File: src/rtl/systema_btn_mode_pkg.sv
// Shared types and constants for the systema button-mode controller.
package systema_btn_mode_pkg;

  typedef enum logic [2:0] {
    ST_INIT,
    ST_IDLE,
    ST_READ,
    ST_WAIT,
    ST_CLEAR,
    ST_UPDATE,
    ST_HOLD,
    ST_FLUSH
  } state_t;

  localparam logic [1:0] ADDR_DATA = 2'd0;
  localparam logic [1:0] ADDR_MASK = 2'd2;
  localparam logic [1:0] ADDR_EDGE = 2'd3;

  localparam int BTN_NEXT = 0;
  localparam int BTN_PREV = 1;

endpackage

File: src/rtl/systema_btn_mode_holdoff.sv
// Debounce hold-off timer: `start` loads the window, `done` marks its last cycle.
module systema_btn_mode_holdoff #(
  parameter int CYCLES = 16
) (
  input  logic clk,
  input  logic reset,
  input  logic start,
  output logic done
);

  localparam int CW = $clog2(CYCLES + 1);

  logic [CW-1:0] count;

  always_ff @(posedge clk) begin
    if (reset) begin
      count <= '0;
    end else if (start) begin
      count <= CW'(CYCLES);
    end else if (count != '0) begin
      count <= count - CW'(1);
    end
  end

  // Counting down from CYCLES, the value 1 is seen in the final held cycle.
  assign done = (count == CW'(1));

endmodule

File: src/rtl/systema_btn_mode_ctrl.sv
// Avalon-MM master servicing the two-button edge-capture PIO and tracking a wrapping mode index.
// Optional debounce hold-off compiled in with BTN_MODE_CTRL_HOLDOFF_EN.
module systema_btn_mode_ctrl
  import systema_btn_mode_pkg::*;
#(
  parameter int         NUM_MODES      = 4,
  parameter int         MODE_W         = 2,
  parameter int         RESET_MODE     = 0,
  parameter logic [1:0] IRQ_MASK_INIT  = 2'b11,
  parameter int         HOLDOFF_CYCLES = 500000
) (
  input  logic              clk,
  input  logic              reset,
  input  logic              irq,
  output logic [1:0]        avm_address,
  output logic              avm_chipselect,
  output logic              avm_write_n,
  output logic [31:0]       avm_writedata,
  input  logic [31:0]       avm_readdata,
  output logic [MODE_W-1:0] mode,
  output logic              mode_changed,
  output logic              busy
);

  localparam logic [MODE_W:0] LAST_MODE = (MODE_W + 1)'(NUM_MODES - 1);
  localparam logic [MODE_W:0] ONE_EXT   = (MODE_W + 1)'(1);

  state_t            state;
  state_t            next_state;
  logic [1:0]        cap;
  logic [MODE_W:0]   mode_ext;
  logic [MODE_W:0]   next_ext;
  logic [MODE_W-1:0] next_mode;
  logic [1:0]        nxt_address;
  logic              nxt_chipselect;
  logic              nxt_write_n;
  logic [31:0]       nxt_writedata;
  logic              unused_rd;
  logic              unused_ext_msb;

  assign unused_rd      = ^avm_readdata[31:2];
  assign unused_ext_msb = next_ext[MODE_W];

`ifdef BTN_MODE_CTRL_HOLDOFF_EN
  logic hold_start;
  logic hold_done;

  systema_btn_mode_holdoff #(
    .CYCLES(HOLDOFF_CYCLES)
  ) u_holdoff (
    .clk  (clk),
    .reset(reset),
    .start(hold_start),
    .done (hold_done)
  );
`else
  localparam int unused_holdoff = HOLDOFF_CYCLES;
`endif

  always_ff @(posedge clk) begin
    if (reset) begin
      state <= ST_INIT;
    end else begin
      state <= next_state;
    end
  end

  // INIT stays put until its own mask write is on the bus, so the write is seen inside INIT.
  always_comb begin
    next_state = state;
`ifdef BTN_MODE_CTRL_HOLDOFF_EN
    hold_start = 1'b0;
`endif
    case (state)
      ST_INIT:   if (avm_chipselect) next_state = ST_IDLE;
      ST_IDLE:   if (irq) next_state = ST_READ;
      ST_READ:   next_state = ST_WAIT;
      ST_WAIT:   next_state = ST_CLEAR;
      ST_CLEAR:  next_state = ST_UPDATE;
`ifdef BTN_MODE_CTRL_HOLDOFF_EN
      ST_UPDATE: begin
        next_state = ST_HOLD;
        hold_start = 1'b1;
      end
      ST_HOLD:   if (hold_done) next_state = ST_FLUSH;
      ST_FLUSH:  next_state = ST_IDLE;
`else
      ST_UPDATE: next_state = ST_IDLE;
`endif
      default:   next_state = ST_INIT;
    endcase

    nxt_chipselect = 1'b0;
    nxt_write_n    = 1'b1;
    nxt_address    = ADDR_DATA;
    nxt_writedata  = '0;
    case (next_state)
      ST_INIT: begin
        nxt_chipselect = 1'b1;
        nxt_write_n    = 1'b0;
        nxt_address    = ADDR_MASK;
        nxt_writedata  = 32'(IRQ_MASK_INIT);
      end
      ST_READ: begin
        nxt_chipselect = 1'b1;
        nxt_address    = ADDR_EDGE;
      end
      ST_CLEAR, ST_FLUSH: begin
        nxt_chipselect = 1'b1;
        nxt_write_n    = 1'b0;
        nxt_address    = ADDR_EDGE;
      end
      default: ;
    endcase
  end

  // One extra bit keeps the wrap compares explicit instead of leaning on overflow.
  always_comb begin
    mode_ext = {1'b0, mode};
    next_ext = mode_ext;
    if (cap[BTN_NEXT] && !cap[BTN_PREV]) begin
      next_ext = (mode_ext == LAST_MODE) ? '0 : mode_ext + ONE_EXT;
    end else if (cap[BTN_PREV] && !cap[BTN_NEXT]) begin
      next_ext = (mode_ext == '0) ? LAST_MODE : mode_ext - ONE_EXT;
    end
  end

  assign next_mode = next_ext[MODE_W-1:0];

  always_ff @(posedge clk) begin
    if (reset) begin
      avm_chipselect <= 1'b0;
      avm_write_n    <= 1'b1;
      avm_address    <= ADDR_DATA;
      avm_writedata  <= '0;
      busy           <= 1'b1;
      mode           <= MODE_W'(RESET_MODE);
      mode_changed   <= 1'b0;
      cap            <= 2'b00;
    end else begin
      avm_chipselect <= nxt_chipselect;
      avm_write_n    <= nxt_write_n;
      avm_address    <= nxt_address;
      avm_writedata  <= nxt_writedata;
      busy           <= (next_state != ST_IDLE);
      mode_changed   <= 1'b0;
      if (state == ST_WAIT) begin
        cap <= avm_readdata[1:0];
      end
      if (state == ST_UPDATE) begin
        mode         <= next_mode;
        mode_changed <= (next_mode != mode);
      end
    end
  end

endmodule

File: config.mk
export PLATFORM = sky130hd
export DESIGN_NAME = systema_btn_mode_ctrl
export DESIGN_NICKNAME = d
export VERILOG_FILES = /design/src/rtl/systema_btn_mode_pkg.sv /design/src/rtl/systema_btn_mode_holdoff.sv /design/src/rtl/systema_btn_mode_ctrl.sv
export SDC_FILE = /design/constraint.sdc
export NUM_CORES = 1
export LEC_CHECK = 0
export BUFFER_PORTS_ARGS = -buffer_cell sky130_fd_sc_hd__buf_2
export CAP_MARGIN = 20
export CORE_MARGIN = 4
export CORE_UTILIZATION = 41
export CTS_CLUSTER_SIZE = 25
export DETAILED_ROUTE_END_ITERATION = 6
export PLACE_DENSITY = 0.85
export SLEW_MARGIN = 25
export SYNTH_ARGS = -nofsm -noshare
export SYNTH_HDL_FRONTEND = slang
export SYNTH_SLANG_ARGS = --single-unit
File: constraint.sdc
create_clock -name clk -period 3.94 [get_ports clk]
set_clock_uncertainty 0.15 [all_clocks]
set_input_delay 0.394 -clock clk [delete_from_list [all_inputs] [get_ports clk]]
set_output_delay 0.394 -clock clk [all_outputs]
set_load 0.03 [all_outputs]
==> qor.yml <==
r2r_slack_ns: 2.13
ys_seq_area_frac: 0.311
synthDistinctLibCells: 34
synth_top_area_cell: "dfxtp_1"
ctsResizeCount: 0
grt_pass1_wl_um: 2370
synth-seq-cells: 14
syn_area_per_cell_um2: 8.67
syn_to_final_growth_pct: -2.36
worstPathRequired_ns: 3.96
routed-via-count: 633
globalplace.congestion: 0.818
critPathMaxStageDelay_ns: 0.53
synthCells: 104
met3_usage: 0.0214
io_buffers: 14
maxCapViolCount: 0
final_layout_size_suffix_gt1_frac: 0.172
clockBufferDepth: 2
diodes: 0
postRouteAntennaNets: 0
die_width_um: 54.9
track_usage: 0.109
netlist_top_cells_count: "buf_4 (31), dfxtp_1 (14), nor2_1 (7)"
design.core.area_um2: 2020
critPathSlowestCell: "or4_1"
dieArea_um2: 3010
num_io_pins: 75
async_flop_share: 0
critical-path-top-delay-family: "simple AND/OR/NAND/NOR gates"
dp_hpwl_um: 1180
die_h_um: 54.9
start_kind: "register"
cts_tree: "done"
clkLatencyLatePin_ns: 0.27
fp-row-count: 16
place_ws_ns: 2.16
powerDensity_nw_per_um2: 496
clk_pin_slew_ns: 0.08
netlist_area_um2: 902
setup_tns_ns: 0
wire_per_inst_um: 10.8
regArea_um2: 280
initial_utilization: 0.446
cts_sinks: 14
period_minus_slack_ns: 1.81
crit_type: "reg -> reg"
yosysTopAreaCellShare: 0.311
crit_path_cell_trace: "inv_1 -> ha_1 -> or4_1 -> o311ai_1"
worstHoldPathType: "in -> reg"
synth_warnings: 0
htreeDepth: 1
peakVddDrop_v: 0.000270
p_leak_nw: 0.428
drtIter0Drc: 9
busiest_layer: "met2"
met1_usage: 0.122
cts_buffers: 3
endpoint_kind: "register"
maxSlewViolCount: 0
final_nets: 154
yosysMostFrequentCell: "buf_4"
cts_setup_buffers: 0
worstPathArrival_ns: 1.82
drc_errors: 0
rsz0062_at_grt: "no"
finalCritPeriodShare: 0.458
wirelength_um: 1540
synthTopCellsByArea: "dfxtp_1 (31%), buf_4 (26%), buf_6 (3.7%), nor2_1 (2.9%), ha_1 (2.8%)"
use_met2: 0.197
route.detailed.vias_per_inst: 4.43
setup_viol_count_final: 0
status: "finished, final reports clean"
multi_input_area_um2: 442
ys.flop_type: "dfxtp_1"
worst_slack_ns: 2.13
path_max_fanout: 8
cts_hold_buf: 0
synth-edff-count: 0
cp_num_buf_inv: 1
clockRootBuffer: "clkbuf_4"
grt_max_degree: 17
fmax_mhz: 554
final-hold-violation-count: 0
grt_pass1_vias: 557
antenna_found_initial: 0
fill_cells: 216
firstDrtPassIters: 4
grt_overflow_total: 0
worst paths after layout:
check                        from  cells after the start          endpoint
hold reg to reg          state[1]                      2  avm_writedata[0]
hold / removal    avm_readdata[0]                      3            cap[0]
setup / recovery          mode[0]                      4           mode[1]
setup reg to reg          mode[0]                      4           mode[1]
placed cells by master (no fill, tap or decap), types with 3 or more instances in the layout:
master	instances
a21oi_1	4
buf_2	14
clkbuf_4	3
conb_1	30
dfxtp_1	14
inv_1	5
nand2_1	3
nand2b_1	3
nand3b_1	3
nor2_1	7
sequential cells by signal (all words and copies together) (netlist names):
signal	cells
mode	2
busy	1
state	3
avm_address	2
avm_writedata	1
mode_changed	1
cap	2
avm_write_n	1
avm_chipselect	1
report_power, final:
group	internal (mW)	leakage [nW]	switching, mW	total (mW)
Combinational	0.0447	0.292	0.109	0.154
Sequential	0.164	0.115	0.0195	0.184
Clock	0.0561	0.0210	0.0432	0.0993
Total	0.265	0.428	0.172	0.437
tightest hold or removal path, delay by kind of cell:
kind	cells	cell delay [ns]
mux	1	0.05
buf+inv	1	0.07
simple gates	1	0.07
logic make-up after synthesis:
family                   Yosys count  synth area share
AND/OR/NAND/NOR                   26             0.161
other                              1           0.00416
AO/OA/AOI/OAI                     17             0.132
flip-flops                        14             0.311
multiplexers                       3            0.0347
buffers and inverters             40             0.320
adder cells (fa/ha/maj)            2            0.0277
XOR/XNOR                           1           0.00971
final cells by class:
cell class	instances	area share
Clock buffer	4	0.0412
Inverter	5	0.0213
Sequential cell	14	0.318
Tap cell	27	0.0384
Timing Repair Buffer	14	0.0795
Multi-Input combinational cell	79	0.501
per-stage QoR:
step           cells  total power [mW]  area (um^2)   util  hold WS, ns
4_1_cts          143             0.440          881  0.436        0.203
3_3_place_gp     139             0.336          845  0.418        0.407
5_1_grt          143             0.463          881  0.436        0.201
6_report         143             0.437          881  0.436        0.206
2_1_floorplan    133             0.347         1010      -        0.323
3_5_place_dp     139             0.342          845  0.418        0.433
routing by layer:
metal / share of wire / routed length (um) / vias to the layer above
met2: 0.48 / 738 / 34
li1: - / - / 313
met5: 0 / 0 / -
met3: 0.11 / 173 / 0
met1: 0.41 / 627 / 286
met4: 0 / 0 / 0
(Power assumes the default switching activity.)
